### src/rtl/seg_scan_display.sv
// Frame-synchronous 4-digit hex 7-segment scanner with PC LEDs for the TSC CPU board.
// Optional leading-zero blanking is enabled by defining SEG_SCAN_BLANK_EN.
module seg_scan_display #(
    parameter int SCAN_DIV = 50000
) (
    input  logic        clk,
    input  logic        reset_n,
    input  logic [15:0] output_port,
    input  logic [7:0]  PC_below8bit,
    input  logic        hold,
    output logic [3:0]  an,
    output logic [6:0]  seg,
    output logic        dp,
    output logic [7:0]  led
);

    localparam int CW = (SCAN_DIV > 1) ? $clog2(SCAN_DIV) : 1;
    localparam logic [CW-1:0] DIV_LAST = CW'(SCAN_DIV - 1);
    localparam logic [CW-1:0] DIV_ONE  = CW'(1);

    logic [CW-1:0] r_div_cnt;
    logic [1:0]    r_idx;
    logic [15:0]   r_snap;
    logic          r_chg;
    logic          w_tick;
    logic [3:0]    w_nib;
    logic          w_blank;
    logic [3:0]    w_an;

    // Active-low hex decode, bit order {g,f,e,d,c,b,a}.
    function automatic logic [6:0] hex_to_seg(input logic [3:0] nib);
        logic [6:0] s;
        case (nib)
            4'h0:    s = 7'b1000000;
            4'h1:    s = 7'b1111001;
            4'h2:    s = 7'b0100100;
            4'h3:    s = 7'b0110000;
            4'h4:    s = 7'b0011001;
            4'h5:    s = 7'b0010010;
            4'h6:    s = 7'b0000010;
            4'h7:    s = 7'b1111000;
            4'h8:    s = 7'b0000000;
            4'h9:    s = 7'b0010000;
            4'hA:    s = 7'b0001000;
            4'hB:    s = 7'b0000011;
            4'hC:    s = 7'b1000110;
            4'hD:    s = 7'b0100001;
            4'hE:    s = 7'b0000110;
            4'hF:    s = 7'b0001110;
            default: s = 7'b1111111;
        endcase
        return s;
    endfunction

    assign w_tick = (r_div_cnt == DIV_LAST);
    assign w_an   = ~(4'b0001 << r_idx);

    // Select the nibble shown in the current digit slot.
    always_comb begin
        w_nib = 4'h0;
        case (r_idx)
            2'd0:    w_nib = r_snap[3:0];
            2'd1:    w_nib = r_snap[7:4];
            2'd2:    w_nib = r_snap[11:8];
            2'd3:    w_nib = r_snap[15:12];
            default: w_nib = 4'h0;
        endcase
    end

`ifdef SEG_SCAN_BLANK_EN
    // A digit is blank when it and every higher nibble are zero; digit 0 always shows.
    always_comb begin
        w_blank = 1'b0;
        case (r_idx)
            2'd0:    w_blank = 1'b0;
            2'd1:    w_blank = (r_snap[15:4] == 12'h000);
            2'd2:    w_blank = (r_snap[15:8] == 8'h00);
            2'd3:    w_blank = (r_snap[15:12] == 4'h0);
            default: w_blank = 1'b0;
        endcase
    end
`else
    // Blanking disabled: every digit is driven.
    always_comb begin
        w_blank = 1'b0;
    end
`endif

    // Prescaler producing one tick per digit slot.
    always_ff @(posedge clk or negedge reset_n) begin
        if (!reset_n) begin
            r_div_cnt <= '0;
        end else if (w_tick) begin
            r_div_cnt <= '0;
        end else begin
            r_div_cnt <= r_div_cnt + DIV_ONE;
        end
    end

    // Digit load, scan advance and end-of-frame snapshot.
    always_ff @(posedge clk or negedge reset_n) begin
        if (!reset_n) begin
            r_idx  <= 2'd0;
            r_snap <= 16'h0000;
            r_chg  <= 1'b0;
            an     <= 4'b1111;
            seg    <= 7'b1111111;
            dp     <= 1'b1;
            led    <= 8'h00;
        end else if (w_tick) begin
            r_idx <= r_idx + 2'd1;
            if (w_blank) begin
                an  <= 4'b1111;
                seg <= 7'b1111111;
                dp  <= 1'b1;
            end else begin
                an  <= w_an;
                seg <= hex_to_seg(w_nib);
                dp  <= ~((r_idx == 2'd0) && r_chg);
            end
            // Snapshot taken after digit 3 is loaded so the whole next frame is consistent.
            if ((r_idx == 2'd3) && !hold) begin
                r_snap <= output_port;
                led    <= PC_below8bit;
                r_chg  <= (output_port != r_snap);
            end
        end
    end

endmodule

### config.mk
export PLATFORM = sky130hd
export DESIGN_NAME = seg_scan_display
export DESIGN_NICKNAME = d
export VERILOG_FILES = /design/src/rtl/seg_scan_display.sv
export SDC_FILE = /design/constraint.sdc
export NUM_CORES = 1
export LEC_CHECK = 0
export ABC_AREA = 0
export ABC_CLOCK_PERIOD_IN_PS = 5650
export CORE_MARGIN = 2
export CORE_UTILIZATION = 50
export CTS_CLUSTER_DIAMETER = 40
export DETAILED_ROUTE_END_ITERATION = 10
export PLACE_DENSITY = 0.76
export SYNTH_ARGS = -nofsm -noshare
export SYNTH_HDL_FRONTEND = slang
export SYNTH_SLANG_ARGS = --single-unit
### constraint.sdc
create_clock -name clk -period 5.65 [get_ports clk]
set_input_delay 1.4125 -clock clk [delete_from_list [all_inputs] [get_ports clk]]
set_output_delay 1.4125 -clock clk [all_outputs]
set_load 0.005 [all_outputs]
-- After elaboration in Yosys (flattened, before gate mapping)
Memories as Yosys holds them, arrays and structs flattened. A register that Yosys moved wholly into a read port is not among the register bits.
Cells that the tools add are included.
- add/sub/neg operators: 2
- $mul: 0
- div/mod/pow operators: 0
- magnitude comparators: 0
- equality and inequality tests: 5
- shift-type cells: 1
- multiplexer cells: 2
- bitwise operators: 2
- reductions and logical operators: 6
- operators by type and width (cell ; count):
    adder 16 x 1 -> 16 bit, second input constant ; 1
    equality test 16 bit, second input constant ; 1
    2-to-1 mux 16 bit ; 1
    != test 16 bit ; 1
    case mux 4 bit (4 select lines) ; 1
    equality test 2 bit, second input constant ; 2
    inverter 4 bit ; 1
    left shift 1 x 2 -> 4 bit, first input constant ; 1
    adder 2 x 1 -> 2 bit, second input constant ; 1
    equality test 2 x 1 -> 1 bit, second input constant ; 1
    logical AND 1 bit ; 2
    logical NOT 1 bit ; 2
    logical NOT 2 bit ; 1
    AND reduction 2 bit ; 1
    inverter 1 bit ; 1
- bits in registers: 48
- latch bits: 0
- memory bits (writable): 0
- ROM bits: 112
- bits of input ports: 27
- output and inout bits: 20
- word-level logic and storage cells: 26
- memories: 1
- memory list (memory ; words ; width ; rd ports ; clocked after memory_dff ; write ports ; RTL line ; source):
    (name not given) ; 16 ; 7 ; 1 ; 1 ; 0 ; 33 ; case (nib)

-- Depth between registers and ports, before layout
- depth in word-level cells: 3
- gate-level depth with buffers: 9

-- Worst setup path after synthesis
No wires, ideal clock.
- path kind: input to register
- from: input port hold
- to: register r_snap[3]
- arrival time: 2227 ps
- required time: 5523 ps
- slack: 3295 ps
- stages on the path: 4
- path buffers: 2
- cells stage by stage: and4bb_1 -> buf_6 -> buf_8 -> mux2_1
- longest elaborated chain between the ends: 3
- RTL lines (item ; RTL line ; source):
    start: declaration ; 10 ; input logic hold,
    logical NOT 1 bit ; 122 ; if ((r_idx == 2'd3) && !hold) begin
    logical AND 1 bit ; 122 ;
    AND reduction 2 bit (no source line) ; - ;
    end signal: assignment ; 123 ; r_snap <= output_port;
    end: declaration ; 23 ; logic [15:0] r_snap;
No other way between the ends.
A chain may end at the register's enable or synchronous reset.

-- Worst setup path in the final report
- from: register an[1]
- to: output port an[1]
- RTL lines (item ; RTL line ; source):
    start: declaration ; 11 ; output logic [3:0] an,
    start signal: assignment ; 117 ; an <= w_an;
No word-level cell between the ends.

==> results.ini <==
[power_and_ir_drop]
pwr-share-clk_pct = 32.6
power_frac_comb_pct = 5.4
cellLeakagePower_nw = 1.45
netSwitchingPower_mw = 0.132
seqPwrFrac_pct = 62.0
peakVddDrop_mv = 0.113
power.share.switching_pct = 20.9
power_mw = 0.635
pwr_density_cell_mw_per_mm2 = 187
internal-power_mw = 0.502

[worst_setup_path]
cp-start-kind = flop
crit_slowest_cell = dfstp_2
cp-end-kind = output pin
cp.arrival_ns = 1.34
ff2ff_setup_slack_ns = 3.20
crit_chain = clkdlybuf4s50_1
path_delay_family = flip-flops
path_max_fanout = 2
max_stage_delay_ns = 0.54
worstSetupPathType = flop to output pin
crit_buf_inv = 1
cp.required_ns = 4.24

[floorplanning]
die_area_mm2 = 0.00627
rows = 27
ioPinCount = 47
start_util_pct = 51.7
die_y_um = 79.2
coreArea_mm2 = 0.00547
die_w_um = 79.2

[final_layout]
mostFrequentLayoutCells = clkdlybuf4s50_1 (45), dfrtp_1 (43), xnor2_1 (23), nor2_1 (23), nand2_1 (15)
area_growth_pct = 20.2
fillerInstances = 450
diodes = 0
drive_above_1_share_pct = 14.0
stdcell_area_mm2 = 0.00340
nNetsFinal = 331
final_common_cell = clkdlybuf4s50_1

[synthesis]
synth_top_family_by_area = simple AND/OR/NAND/NOR gates
ys_ff_latch = 55
synth_adder_area_share_pct = 5.31
synth-async-reset-ratio_pct = 100
yosys.area_share.xor_xnor_pct = 9.91
synth_area_per_cell_um2 = 11.5
yosysSeqAreaShare_pct = 49.2
syn-cell-area_mm2 = 0.00283
ys_warn_count = 0
syn-num-nets = 284
syn_inst = 245
ys.flop_type = dfrtp_1
synthSimpleGateAreaFrac_pct = 13.0
synth.distinct_cells = 44
synth_mux_area_share_pct = 11.6
synth_edf_count = 0
synth_compound_area_share_pct = 7.17

[min_path]
holdCritPathClass = flop to flop

[global_routing]
antenna_found_initial = 0
grt_pass1_wl_mm = 8.83
grtUsageTotal_pct = 17.8
grt-ovfl-total = 0
grt_max_degree = 56
first_global_vias = 1846

[clock_tree]
cts_setup_buffers = 0
clkTransAtPathRegs_ns = 0.10
cts.htree.levels = 2
cts_tree = yes
ctsResizeCount = 0
cts.sink_count = 55
cts_hold_buf = 0
clockRootBuffer = clkbuf_8
cts_buffers = 5
clk_latency_ns = 0.31
clockBufferDepth = 2

[placed_design]
portBuffers = 46
dpl.hpwl_mm = 3.73
place.gp.congestion = 0.791
placedInstanceArea_mm2 = 0.00332

[route]
wl_met3_um = 200
vias = 1938
drt-met1-wl_mm = 2.44
route.detailed.wl_per_inst_um = 14.2
drc = 0
drt-total-wl_mm = 5.18
first_pass_iters = 4
ant_nets = 0
route.met2.wl_mm = 2.51
top_layer = met4
vias_per_cell = 5.31
initialDrtViolationCount = 108

[timing]
finalSetupTns_ns = 0
worstMarginPinSlew_ns = 1.03
relSlewSlack_pct = 31.4
period_share_pct = 48.7
fmax_ghz = 0.363
hold_viol = 0
rsz0062_at_grt = false
setup-violations-final = 0
finClkSkew_ns = 0.0138
period_needed_ns = 2.75
maxSlewViolCount = 0

[run]
maxCapViolCount = 0

[outcome]
status = finished, final reports clean

## final cells by class
class                           instances  area (um2)  area share (%)
Timing Repair Buffer                   49         478            14.1
Multi-Input combinational cell        173        1330            39.1
Clock buffer                            8        80.1            2.36
Sequential cell                        55        1390            40.9
Tap cell                               72        90.1            2.65
Inverter                                8        30.0           0.883
## synth_stat cells, types with 2 or more instances
| cell | instances | share of area (%) |
|---|---|---|
| dfrtp_1 | 43 | 38 |
| nor2_1 | 23 | 3.1 |
| xnor2_1 | 23 | 7.1 |
| nand2_1 | 15 | 2.0 |
| dfstp_2 | 12 | 11 |
| ha_1 | 12 | 5.3 |
| mux2_4 | 10 | 5.3 |
| nand3_1 | 10 | 1.8 |
| mux2_2 | 9 | 3.6 |
| xor2_1 | 9 | 2.8 |
| inv_1 | 8 | 1.1 |
| nand4_1 | 8 | 1.8 |
| mux2_1 | 6 | 2.4 |
| o21ai_0 | 6 | 1.1 |
| a21oi_1 | 5 | 0.88 |
| a222oi_1 | 3 | 1.1 |
| a31oi_1 | 3 | 0.66 |
| buf_2 | 3 | 0.53 |
| nor2b_1 | 3 | 0.66 |
| nor3_1 | 3 | 0.53 |
| a211o_1 | 2 | 0.62 |
| and4_1 | 2 | 0.62 |
| clkbuf_1 | 2 | 0.27 |
| nor4_1 | 2 | 0.44 |
| o21a_1 | 2 | 0.53 |
| o221ai_1 | 2 | 0.62 |
| or3_1 | 2 | 0.44 |
## worst paths after layout
check,from,endpoint,cells after the start
max reg2reg,r_idx[0],seg[0],7
min in group asynchronous,reset_n,r_snap[0],2
max,an[1],an[1],1
min reg2reg,r_chg,dp,1
max in group asynchronous,reset_n,r_div_cnt[12],2
min,r_chg,dp,1
## stage by stage
| step | cells | util, % | hold WS [ns] | setup slack (ns) |
|---|---|---|---|---|
| floorplan | 245 | - | 0.393 | 3.30 |
| global placement | 357 | 60.7 | 0.421 | 2.65 |
| detailed placement | 357 | 60.7 | 0.422 | 2.63 |
| CTS | 365 | 62.1 | 0.443 | 2.89 |
| global route | 365 | 62.1 | 0.496 | 2.85 |
| finish | 365 | 62.1 | 0.450 | 2.90 |
## power groups by stage
stage                     combinational, mW  clock (mW)  sequential, mW
after detailed placement             0.0347           0           0.401
after CTS                            0.0349       0.215           0.394
after global routing                 0.0373       0.235           0.394
after floorplan                     0.00585           0           0.401
final                                0.0340       0.207           0.394
after global placement               0.0346           0           0.401
## layer usage
layer / vias up / GRT usage [%]
met5: - / 0
met4: 0 / 3.79
met3: 4 / 3.52
met2: 37 / 29.2
met1: 946 / 24.8
li1: 951 / -
## flip-flops by register name, indices dropped and copies added (netlist names)
name and cells:
an 4, dp 1, led 8, r_chg 1, r_div_cnt 16, r_idx 2, r_snap 16, seg 7
## cell families (layout without fill, tap and decap cells)
logic type                 after synthesis  count (layout)
and+or+nand+nor                         74              74
DFF                                     55              55
xor gates and xnor gates                32              32
AOI/OAI and AO/OA                       29              29
muxes                                   26              26
buffers and inverters                   17              65
adders and majority gates               12              12
Power figures use the tool's default switching activity.
